**src/rtl/bcd_convert_ctrl.sv**
```systemverilog
// Sequential binary-to-BCD converter (double-dabble, one iteration per clock).
// Accepts one value over valid/ready, presents registered BCD digits and a sign flag.
module bcd_convert_ctrl #(
  parameter int WIDTH  = 16,
  parameter int DIGITS = 5,
  parameter bit SIGNED = 1'b1
) (
  input  logic                  clk,
  input  logic                  rst_n,
  input  logic                  in_valid,
  output logic                  in_ready,
  input  logic [WIDTH-1:0]      in_data,
  output logic                  out_valid,
  input  logic                  out_ready,
  output logic                  out_negative,
  output logic [4*DIGITS-1:0]   out_digits,
  output logic                  busy
);

  localparam int CW = $clog2(WIDTH + 1);
  localparam int BW = 4 * DIGITS;

  typedef enum logic [1:0] {
    IDLE,
    SHIFT,
    DONE
  } state_t;

  state_t          state;
  logic [CW-1:0]   cnt;
  logic [WIDTH-1:0] bin;
  logic [BW-1:0]   bcd;
  logic            neg;

  logic            in_neg;
  logic [WIDTH-1:0] in_mag;
  logic [BW-1:0]   bcd_adj;
  logic [BW-1:0]   bcd_nxt;
  logic [WIDTH-1:0] bin_nxt;

  function automatic logic [BW-1:0] add3(input logic [BW-1:0] b);
    logic [BW-1:0] r;
    r = b;
    for (int i = 0; i < DIGITS; i++) begin
      if (b[4*i +: 4] >= 4'd5) r[4*i +: 4] = b[4*i +: 4] + 4'd3;
    end
    return r;
  endfunction

  always_comb begin
    in_neg  = SIGNED && in_data[WIDTH-1];
    in_mag  = in_neg ? (~in_data + 1'b1) : in_data;
    bcd_adj = add3(bcd);
    bcd_nxt = {bcd_adj[BW-2:0], bin[WIDTH-1]};
    bin_nxt = {bin[WIDTH-2:0], 1'b0};
  end

  always_ff @(posedge clk or negedge rst_n) begin
    if (!rst_n) begin
      state        <= IDLE;
      in_ready     <= 1'b1;
      out_valid    <= 1'b0;
      busy         <= 1'b0;
      out_negative <= 1'b0;
      out_digits   <= '0;
      cnt          <= '0;
      bin          <= '0;
      bcd          <= '0;
      neg          <= 1'b0;
    end else begin
      unique case (state)
        IDLE: begin
          if (in_valid) begin
            state    <= SHIFT;
            in_ready <= 1'b0;
            busy     <= 1'b1;
            cnt      <= '0;
            bin      <= in_mag;
            bcd      <= '0;
            neg      <= in_neg;
          end
        end
        SHIFT: begin
          bcd <= bcd_nxt;
          bin <= bin_nxt;
          cnt <= cnt + 1'b1;
          // Last iteration lands straight in the output register.
          if (cnt == CW'(WIDTH - 1)) begin
            state        <= DONE;
            busy         <= 1'b0;
            out_valid    <= 1'b1;
            out_digits   <= bcd_nxt;
            out_negative <= neg;
          end
        end
        DONE: begin
          if (out_ready) begin
            state     <= IDLE;
            out_valid <= 1'b0;
            in_ready  <= 1'b1;
          end
        end
        default: begin
          state    <= IDLE;
          in_ready <= 1'b1;
          busy     <= 1'b0;
        end
      endcase
    end
  end

endmodule

```
**config.mk**
```make
export PLATFORM = sky130hd
export DESIGN_NAME = bcd_convert_ctrl
export DESIGN_NICKNAME = d
export VERILOG_FILES = /design/src/rtl/bcd_convert_ctrl.sv
export SDC_FILE = /design/constraint.sdc
export NUM_CORES = 1
export LEC_CHECK = 0
export CAP_MARGIN = 20
export CORE_ASPECT_RATIO = 0.9
export CORE_UTILIZATION = 60
export CTS_CLUSTER_DIAMETER = 60
export DETAILED_ROUTE_END_ITERATION = 8
export DONT_BUFFER_PORTS = 1
export PLACE_DENSITY = 0.73
export SKIP_CTS_REPAIR_TIMING = 1
export SYNTH_ARGS = -nofsm -noshare
export SYNTH_HDL_FRONTEND = slang
export SYNTH_SLANG_ARGS = --single-unit
```
**constraint.sdc**
```tcl
create_clock -name clk -period 3 [get_ports clk]
set_input_delay 0.45 -clock clk [delete_from_list [all_inputs] [get_ports clk]]
set_output_delay 0.45 -clock clk [all_outputs]
set_load 0.01 [all_outputs]
```
Word-level counts from Yosys, hierarchy flattened
Cells that the tools add are included.
- add/sub/neg operators: 7
- magnitude comparators: 5
- equal/unequal tests: 6
- muxes and demuxes: 25
- bitwise operators: 3
- reductions and logical operators: 10
- operator list (kind ; count):
    $pmux 20 s2 ; 1
    $mux 16 ; 2
    $pmux 16 s2 ; 1
    $ge 4x3->1 const B ; 5
    $mux 20 ; 1
    $add 16x1->16 const B ; 1
    $add 4x2->4 const B ; 4
    $mux 4 ; 4
    $not 16->16 ; 1
    $reduce_and 3->1 ; 4
    $pmux 5 s2 ; 1
    $mux 1 ; 6
    $mux 2 ; 3
    $ne 2x2->1 const B ; 3
    $pmux 1 s3 ; 2
    $pmux 2 s3 ; 1
    $reduce_and 2->1 ; 3
    $add 5x1->5 const B ; 1
    $eq 5x4->1 const B ; 1
    $mux 5 ; 1
    $reduce_bool 2->1 ; 2
    $add 3x2->3 const B ; 1
    $mux 3 ; 1
    $eq 2x1->1 const B ; 1
    other kinds (4) ; 5
- bits in registers: 68
- input bits: 20
- output and inout bits: 24
- word-level logic and storage cells: 66

Logic depth before layout (Yosys ltp)
Gate-level depths: netlist of the first run.
- word-level depth: 5
- depth in mapped cells: 7
- mapped depth without buffers: 6

Least setup slack after synthesis of the first run
Ideal clock, no wire load.
- path kind: register to register
- start point: register cnt[0]
- end point: register out_negative
- setup time: 125 ps
- arrival time: 1691 ps
- required time: 2875 ps
- path slack: 1185 ps
- cell stages (with the launch flop): 7
- buffers on the path: 1
- clock period less this slack: 1815 ps
- path through: dfrtp_1 ha_1 and3_1 ha_1 nand2_1 clkbuf_1 mux2_2
- word-level cells in the longest chain between the ends: 2
- ends and longest elaborated chain (item ; line ; RTL):
    from (decl) ; 30 ; logic [CW-1:0] cnt;
    from (signal assigned) ; 86 ; cnt <= cnt + 1'b1;
    $eq 5x4->1 ; 88 ; if (cnt == CW'(WIDTH - 1)) begin
    $reduce_and 2->1 (no source line) ; - ;
    to (signal assigned) ; 93 ; out_negative <= neg;
    to (decl) ; 15 ; output logic out_negative,
No other way between the ends.
A chain may end at the register's enable or synchronous reset.

Worst setup path in the final report of the first run
- start point: register state[0]
- end point: register bin[13]
- word-level cells in the longest chain between the ends: 3
- elaborated cells between the ends (all ways): 6
- those cells by class: eq/ne: 2; mux: 1; reduce/logical: 3
- ends and longest elaborated chain (item ; line ; RTL):
    from (decl) ; 29 ; state_t state;
    from (signal assigned) ; 60 ; state <= IDLE;
    from (signal assigned) ; 74 ; state <= SHIFT;
    from (signal assigned) ; 89 ; state <= DONE;
    $eq 2x1->1 or $logic_not 2->1 (tied branches) ; 71 ; unique case (state)
    $reduce_bool 2->1 (no source line) or $ne 2x2->1 (tied branches) ; - ;
    $reduce_and 2->1 (no source line) ; - ;
    to (signal assigned) ; 78 ; bin <= in_mag;
    to (signal assigned) ; 85 ; bin <= bin_nxt;
    to (decl) ; 31 ; logic [WIDTH-1:0] bin;
Parallel ways exist; a longest one is shown, timed or not.

==> impl_metrics.csv, run 1 <==
group,metric,value,unit
status,outcome,"finished, final reports clean",
final_layout,area_growth,8.53,%
routing,drt_iter0_markers,126,
routing,vias_per_cell,5.97,
setup_path,worstPathArrival,2.22,ns
routing,routedWlPerCell,15.6,µm
timing,slew_headroom,32.8,%
clock_tree,cts_tree,"done",
clock_tree,h-tree-depth,3,
final_layout,nets,395,
global_route,grt_pass1_vias,2488,
clock_tree,clockBufferDepth,2,
synthesis,netlist_area,3510,µm²
synthesis,yosys-top-cells-count,"dfrtp_1 (67), o21ai_0 (57), nand2_1 (47)",
global_route,track_usage,25.3,%
clock_tree,root_buffer,"clkbuf_8",
synthesis,synth_top_area_cell,"dfrtp_1",
setup_path,critPathRequiredTime,3.23,ns
power_and_ir_drop,vdd_drop_max,0.593,mV
synthesis,ys_warn_count,0,
routing,drt-total-wl,6800,µm
placement,hpwl,4440,µm
die,design.core.area,5660,µm²
global_route,grt_start_max_net_pins,69,
die,die_x,82.6,µm
power_and_ir_drop,intPower,2.41,mW
synthesis,yosys-top-cells-area,"dfrtp_1 (48%), o21ai_0 (8.1%), nand2_1 (5.0%)",
synthesis,ys_ff_latch,68,
synthesis,synth_flop_cell,"dfrtp_1",
setup_path,crit_chain,"or3b_1 -> nor3b_1 -> a221oi_1 -> nand2_1",
run,drv_cap,0,
setup_path,cp_slowest_cell,"or3b_1",
clock_tree,insertion_delay,0.35,ns
setup_path,r2r_start,"state[0]$_DFFE_PN0P_",
setup_path,cp_slowest_stage_delay,0.85,ns
synthesis,synth-edff-count,0,
routing,drtAntennaViolNets,0,
synthesis,syn_area_per_cell,9.61,µm²
hold_path,timing.hold.worst_path_depth,2,
synthesis,synth_nets,398,
timing,final-max-slew-violation-count,0,
timing,post-route-min-period,1.98,ns
final_layout,drive_above_1_share,10.7,%
power_and_ir_drop,power_density,1040,nW/µm²
timing,setup_ws,1.02,ns
timing,setup_tns,0,ns
die,initial_core_util,62.0,%
synthesis,ys_seq_area_share,48.6,%
hold_path,min_to,"neg$_DFFE_PN0P_",
placement,place_congestion,0.741,
setup_path,crit_fanout,28,
synthesis,synthCells,365,
synthesis,post-synth-top-count-cell,"dfrtp_1",
die,ios,44,
clock_tree,numClockSinks,68,
timing,post-route-period-util,66.1,%
hold_path,hold_start,"in_data[15]",
power_and_ir_drop,clkPwrFrac,20.1,%
timing,hold_viol,0,
power_and_ir_drop,p_comb_share,36.6,%
setup_path,r2r_slack,1.02,ns
setup_path,ff2ff_path_depth,4,
die,die_y,74.5,µm
routing,drc,0,
timing,tightest_slew,1.01,ns
timing,skew,0.00971,ns
placement,dp_slack,1.01,ns
timing,setup_viol,0,
global_route,antenna_found_initial,0,
global_route,grt_pass1_wl,11400,µm
setup_path,rr_endpoint,"bin[13]$_DFFE_PN0P_",
die,dieArea,6160,µm²
placement,port_buffers,0,
setup_path,cp-start-kind,"flop",
die,rows,26,
clock_tree,clk_pin_slew,0.07,ns
power_and_ir_drop,p_switching,1.53,mW
synthesis,synthArstFlopShare,100,%
routing,vias,2601,
clock_tree,numCtsBuffers,9,
final_layout,final_cells,436,
routing,first_pass_iters,4,
synthesis,synth_cell_types,42,
power_and_ir_drop,switching_share,38.8,%
final_layout,diodes,0,
setup_path,path_class,"flop to flop",
synthesis,synth.top_cell.area_share,47.8,%
power_and_ir_drop,seq_power_share,43.3,%
hold_path,min_path_type,"primary input to flop",
placement,dp_cells,418,
setup_path,worstSetupEndpointType,"flop",
timing,timing.fmax,504,MHz
power_and_ir_drop,power.total,3.94,mW
timing,rsz0062_at_grt,"no",
global_route,grt.overflow.total,0,
power_and_ir_drop,leakagePower,1.67,nW
-- worst max-delay path: cells and delay by family (launching register included) --
family / cells / cell delay, ns
AO/OA/AOI/OAI: 1 / 0.24
flip-flops: 1 / 0.60
AND/OR/NAND/NOR: 3 / 1.03
-- registers in the layout (all words and copies together) (netlist names) --
| register | count |
|---|---|
| out_digits | 20 |
| out_negative | 1 |
| bcd | 20 |
| bin | 16 |
| busy | 1 |
| state | 2 |
| neg | 1 |
| out_valid | 1 |
| cnt | 5 |
| in_ready | 1 |
-- how the worst max path moves through the flow --
stage	end	cells after the start	start
final	bin[13]$_DFFE_PN0P_	4	state[0]$_DFFE_PN0P_
after global routing	bin[13]$_DFFE_PN0P_	4	state[0]$_DFFE_PN0P_
after CTS	out_digits[1]$_DFFE_PN0P_	6	cnt[0]$_DFFE_PN0P_
after detailed placement	cnt[2]$_DFFE_PN0P_	4	state[1]$_DFFE_PN0P_
after global placement	out_digits[14]$_DFFE_PN0P_	6	cnt[0]$_DFFE_PN0P_
after floorplan	out_negative$_DFFE_PN0P_	6	cnt[0]$_DFFE_PN0P_
-- layout by cell type (no fill, tap or decap), types with 5 or more instances in the layout --
cell type | synthesis | layout
xnor2_1 | 7 | 7
clkbuf_8 | 0 | 9
nand2b_1 | 7 | 7
o21ai_1 | 8 | 8
a21oi_1 | 18 | 18
inv_1 | 17 | 17
nand2_1 | 47 | 47
xor2_1 | 10 | 10
nor3b_1 | 12 | 12
nor3_1 | 5 | 5
a22oi_1 | 11 | 11
dfrtp_1 | 67 | 67
nand3_1 | 18 | 18
nor2_1 | 5 | 5
o21ai_0 | 57 | 57
ha_1 | 13 | 13
mux2_2 | 8 | 8
-- metal layers --
metal | wire length [µm] | track usage (%)
met1 | 3090 | 32.0
met2 | 3280 | 40.5
met3 | 321 | 9.20
met4 | 110 | 8.62
met5 | 0 | 0
-- power by group through the flow --
stage,clock network [mW],registers [mW],logic (mW)
final,0.794,1.71,1.44
after global routing,0.859,1.78,1.68
after CTS,0.814,1.71,1.39
after detailed placement,0,1.73,1.38
after global placement,0,1.71,1.32
after floorplan,0,1.62,1.14
-- cells by family after synthesis --
family,Yosys count,synth area share (%)
DFF,68,48.6
buffers and inverters,38,4.32
xor gates and xnor gates,17,4.25
muxes,8,2.57
and+or+nand+nor,111,16.6
adders and majority gates,13,4.64
AOI/OAI and AO/OA,110,19.1
-- per-stage QoR --
stage | utilization [%] | area [µm²] | hold slack [ns]
floorplan | - | 3510 | 0.154
global placement | 62.5 | 3540 | 0.156
detailed placement | 62.5 | 3540 | 0.156
CTS | 66.1 | 3740 | -0.229
global route | 67.2 | 3810 | 0.209
finish | 67.2 | 3810 | 0.206
-- cell type report --
| class | instances | area [µm²] |
|---|---|---|
| Inverter | 17 | 63.8 |
| Clock inverter | 6 | 80.1 |
| Clock buffer | 9 | 124 |
| Sequential cell | 68 | 1700 |
| Timing Repair Buffer | 7 | 95.1 |
| Fill cell | 458 | 1850 |
| Multi-Input combinational cell | 259 | 1650 |
| Tap cell | 70 | 87.6 |
No activity file was read; power rests on OpenSTA's default activity.
==> run 2: changes to the inputs <==
Settings changed: CORE_UTILIZATION 60 to 57, PLACE_DENSITY 0.73 to 0.72.
Clock period 3 ns to 1.7 ns, I/O delays scaled along.
==> run 2 against run 1 <==
The run now ends with hold timing left. Utilization is 0.74 points higher. Global-route usage down 2.8 points. Final area increased by 3.4%. Setup slack lost 0.91 ns. Clock skew is essentially flat. Largest power group unchanged. Clock-buffer cell count increased by 5. Cell count increased by 3.0%. Sequential power up 74%.
==> impl_metrics.csv, run 2 (synthesis results as in run 1) <==
group,metric,value,unit
placement,hpwl,4580,µm
power_and_ir_drop,leakagePower,1.74,nW
setup_path,critPathRequiredTime,1.92,ns
timing,skew,0.00930,ns
routing,drc,0,
setup_path,crit_fanout,4,
setup_path,path_class,"flop to flop",
timing,setup_tns,0,ns
final_layout,final_common_cell,"dfrtp_1",
placement,port_buffers,0,
power_and_ir_drop,power.total,7.08,mW
die,initial_core_util,60.6,%
die,die_x,84.7,µm
timing,rsz0062_at_grt,"no",
global_route,grt_start_max_net_pins,69,
die,design.core.area,5790,µm²
power_and_ir_drop,power_density,1800,nW/µm²
global_route,grt.overflow.total,0,
final_layout,area_growth,12.2,%
die,rows,26,
clock_tree,cts_tree,"done",
timing,slew_headroom,76.1,%
timing,tightest_slew,0.358,ns
timing,timing.fmax,626,MHz
setup_path,worstSetupEndpointType,"flop",
routing,routedWlPerCell,14.4,µm
global_route,grt_pass1_vias,2574,
final_layout,layout_common_cells,"dfrtp_1 (67), o21ai_0 (55), nand2_1 (46)",
power_and_ir_drop,vdd_drop_max,0.720,mV
timing,post-route-period-util,94.0,%
status,outcome,"finished with violations",
timing,setup_viol,0,
timing,whs,-0.393,ns
routing,drt-total-wl,6460,µm
status,violations,"hold timing",
die,die_y,76.4,µm
timing,hold_viol,68,
setup_path,ff2ff_path_depth,5,
routing,first_pass_iters,6,
setup_path,r2r_start,"cnt[0]$_DFFE_PN0P_",
routing,vias_per_cell,5.75,
clock_tree,numCtsBuffers,9,
global_route,antenna_found_initial,0,
final_layout,drive_above_1_share,14.8,%
global_route,grt_pass1_wl,11500,µm
timing,final-max-slew-violation-count,0,
run,drv_cap,0,
setup_path,critPathLaunch,"cnt[0]$_DFFE_PN0P_",
clock_tree,clk_pin_slew,0.07,ns
final_layout,nets,407,
final_layout,diodes,0,
die,dieArea,6470,µm²
timing,post-route-min-period,1.60,ns
setup_path,crit_end,"out_negative$_DFFE_PN0P_",
clock_tree,root_buffer,"clkbuf_8",
clock_tree,numClockSinks,68,
routing,drt_iter0_markers,107,
clock_tree,h-tree-depth,3,
hold_path,min_path_type,"primary input to async pin",
setup_path,rr_endpoint,"out_negative$_DFFE_PN0P_",
final_layout,n_fill_cell,467,
routing,vias,2581,
setup_path,cp-start-kind,"flop",
final_layout,top_regs,"bcd x20, out_digits x20, bin x16",
clock_tree,insertion_delay,0.34,ns
setup_path,r2r_slack,0.10,ns
routing,drtAntennaViolNets,0,
global_route,track_usage,22.6,%
clock_tree,clockBufferDepth,2,
placement,place_congestion,0.774,
die,ios,44,
setup_path,worstPathArrival,1.82,ns
-- run 2: final cells by class --
| cell class | instances | area [µm²] | area share (%) |
|---|---|---|---|
| timing repair buffer | 19 | 205 | 5.21 |
| clock inverter | 2 | 35.0 | 0.890 |
| sequential | 68 | 1700 | 43.3 |
| tap | 70 | 87.6 | 2.23 |
| inverter | 17 | 63.8 | 1.62 |
| multi-input combinational | 259 | 1680 | 42.7 |
| clock buffer | 14 | 163 | 4.13 |
-- run 2: power by group --
part           internal [mW]  switching [mW]  leakage [nW]  total, mW
registers               2.34           0.646         0.864       2.98
logic                   1.32            1.46         0.772       2.79
clock network          0.757           0.553         0.101       1.31
total                   4.42            2.66          1.74       7.08
-- run 2: per-layer routing --
metal	wire [µm]	global-route usage (%)
met5	0	0
met4	65	6.27
met3	214	6.83
met2	3330	38.9
met1	2850	27.5
-- run 2: how the worst min path moves through the flow --
stage / from / to / slack, ns / depth (start not counted)
after CTS: rst_n / bcd[4]$_DFFE_PN0P_ / -0.41 / 0
after detailed placement: rst_n / out_digits[9]$_DFFE_PN0P_ / -0.04 / 0
final: rst_n / out_digits[9]$_DFFE_PN0P_ / -0.39 / 0
after global routing: rst_n / bcd[3]$_DFFE_PN0P_ / -0.42 / 0
after global placement: rst_n / out_digits[9]$_DFFE_PN0P_ / -0.04 / 0
after floorplan: rst_n / bcd[0]$_DFFE_PN0P_ / -0.04 / 0
-- run 2: worst max-delay path, stage by stage, from the launching register on --
cell and delay, ns:
dfrtp_1 0.40, ha_1 0.23, and3_1 0.18, ha_1 0.22
nand2_4 0.12, mux2_2 0.33
-- run 2: per-stage QoR --
step                      cells  instance area [µm²]  hold slack [ns]  util, %  setup WS [ns]
after global routing        449                 3940           -0.422     68.0        0.00393
after global placement      433                 3720          -0.0393     64.2         0.0764
after detailed placement    433                 3720          -0.0392     64.2         0.0247
after CTS                   449                 3920           -0.413     67.6         0.0593
after floorplan             365                 3520          -0.0406        -         0.0261
final                       449                 3940           -0.393     68.0          0.102
==> run 3: changes to the inputs <==
Settings changed: PLACE_DENSITY 0.72 to unset, PLACE_DENSITY_LB_ADDON set to 0.25.
==> run 3 against run 2 <==
The run ends with DRC, hold timing left. Clock-buffer cell count is 1 lower. First-iteration DRC count is 64% higher. Die area stayed put. Clock power is 7% lower. Worst hold slack worse by 0.0048 ns. Final area is 0.51% lower. Setup slack worse by 0.035 ns. Non-clock buffer count is 2 higher. Power is 0.52% lower. Register-to-register slack worse by 0.04 ns. Global-route usage is 0.55 points higher. Critical path depth stayed put. Critical path type unchanged. Largest cell class unchanged. Largest power group unchanged.
==> impl_metrics.csv, run 3 (synthesis results as in run 1) <==
group,metric,value,unit
status,outcome,"finished with violations",
status,violations,"DRC, hold timing",
setup_path,cpMostUsedCell,"ha_1",
timing,final-max-slew-violation-count,0,
routing,routedWlPerCell,15.2,µm
final_layout,drive_above_1_share,16.0,%
timing,hold_viol,68,
global_route,grt.overflow.total,0,
routing,drt-total-wl,6840,µm
final_layout,final_common_cell,"dfrtp_1",
final_layout,nets,409,
power_and_ir_drop,p_switching,2.74,mW
routing,drt_iter0_markers,176,
final_layout,diodes,0,
die,die_y,76.4,µm
timing,skew,0.0127,ns
timing,timing.fmax,612,MHz
timing,tightest_slew,0.358,ns
timing,setup_tns,0,ns
die,dieArea,6470,µm²
clock_tree,numCtsBuffers,9,
setup_path,path_buf_inv,0,
setup_path,worstSetupEndpointType,"flop",
setup_path,cp-start-kind,"flop",
setup_path,crit_cells,5,
clock_tree,cts_tree,"done",
setup_path,cp_slowest_stage_delay,0.41,ns
placement,port_buffers,0,
routing,drtAntennaViolNets,0,
setup_path,cp_slowest_cell,"dfrtp_1",
setup_path,path_class,"flop to flop",
timing,whs,-0.398,ns
die,rows,26,
clock_tree,clockBufferDepth,2,
timing,rsz0062_at_grt,"no",
power_and_ir_drop,p_comb_share,39.9,%
routing,drc,3,
power_and_ir_drop,intPower,4.31,mW
routing,vias,2664,
timing,setup_viol,0,
setup_path,r2r_slack,0.07,ns
routing,vias_per_cell,5.91,
global_route,antenna_found_initial,0,
clock_tree,insertion_delay,0.34,ns
power_and_ir_drop,power_density,1800,nW/µm²
setup_path,cp_top_family,"adder cells",
die,ios,44,
global_route,grt_pass1_vias,2627,
setup_path,critPathLaunch,"cnt[0]$_DFFE_PN0P_",
global_route,track_usage,23.1,%
die,initial_core_util,60.6,%
setup_path,ff2ff_path_depth,5,
power_and_ir_drop,switching_share,38.9,%
placement,hpwl,4700,µm
global_route,grt_start_max_net_pins,69,
die,die_x,84.7,µm
setup_path,crit_chain,"ha_1 -> and3_1 -> ha_1 -> nand2_2 -> mux2_2",
final_layout,fin_util,67.6,%
placement,place_congestion,0.749,
timing,slew_headroom,76.1,%
setup_path,critPathRequiredTime,1.91,ns
final_layout,layout_common_cells,"dfrtp_1 (67), o21ai_0 (57), nand2_1 (46)",
global_route,grt_pass1_wl,11800,µm
timing,post-route-period-util,96.1,%
setup_path,crit_fanout,4,
power_and_ir_drop,leakagePower,1.72,nW
power_and_ir_drop,clkPwrFrac,17.4,%
setup_path,r2r_start,"cnt[0]$_DFFE_PN0P_",
final_layout,area_growth,11.7,%
clock_tree,clk_pin_slew,0.07,ns
clock_tree,numClockSinks,68,
die,design.core.area,5790,µm²
routing,first_pass_iters,9,
clock_tree,root_buffer,"clkbuf_8",
setup_path,worstPathArrival,1.85,ns
clock_tree,h-tree-depth,3,
power_and_ir_drop,vdd_drop_max,0.674,mV
run,drv_cap,0,
hold_path,min_path_type,"primary input to async pin",
timing,post-route-min-period,1.63,ns
final_layout,top_regs,"bcd x20, out_digits x20, bin x16",
power_and_ir_drop,seq_power_share,42.7,%
==> run 3: cell types whose count changed in the layout (fill, tap and decap cells not counted), sizes merged <==
cell / delta
clkinvlp: +2
bufinv: -1
clkbuf: -1
buf: +2
==> run 3: worst paths after layout <==
| kind | end |
|---|---|
| max | out_digits[0]$_DFFE_PN0P_ |
| min | out_digits[9]$_DFFE_PN0P_ |
| max reg2reg | out_digits[0]$_DFFE_PN0P_ |
| min reg2reg | neg$_DFFE_PN0P_ |
| max in group asynchronous | in_ready$_DFFE_PN1P_ |
| min in group clk | neg$_DFFE_PN0P_ |
==> run 3: area by class of cell <==
| type | count | area [µm²] |
|---|---|---|
| Clock inverter | 3 | 20.0 |
| Multi-Input combinational cell | 259 | 1680 |
| Sequential cell | 68 | 1700 |
| Inverter | 17 | 63.8 |
| Timing Repair Buffer | 21 | 195 |
| Tap cell | 70 | 87.6 |
| Clock buffer | 13 | 169 |
| Fill cell | 464 | 1870 |
==> run 3: per-layer routing <==
metal | part of all wire [%] | track usage [%] | vias to the layer above
met2 | 51 | 40.2 | 52
met5 | 0 | 0 | -
met1 | 44 | 28.0 | 1294
met3 | 4.1 | 5.96 | 6
met4 | 0.94 | 7.46 | 0
li1 | - | - | 1312
==> run 3: worst register-to-register path, cell delays in order (launching register included) <==
cell     delay [ns]
dfrtp_1        0.41
ha_1           0.24
and3_1         0.19
ha_1           0.20
nand2_2        0.14
mux2_2         0.35
==> run 3: power by group through the flow <==
stage	clock network [mW]	registers, mW	logic [mW]
CTS	1.27	2.99	2.79
global route	1.33	3.11	3.25
detailed placement	0	3.01	2.77
global placement	0	2.97	2.63
finish	1.22	3.01	2.81
floorplan	0	2.87	2.02
==> run 3: stage by stage <==
step	hold WS [ns]	total power, mW	area [µm²]	cells	setup WS (ns)
detailed placement	-0.0394	5.78	3710	435	0.0278
global placement	-0.0392	5.61	3710	435	0.0706
floorplan	-0.0406	4.89	3520	365	0.0261
CTS	-0.417	7.05	3900	451	0.0607
finish	-0.398	7.04	3920	451	0.0663
global route	-0.424	7.68	3920	451	0.00244
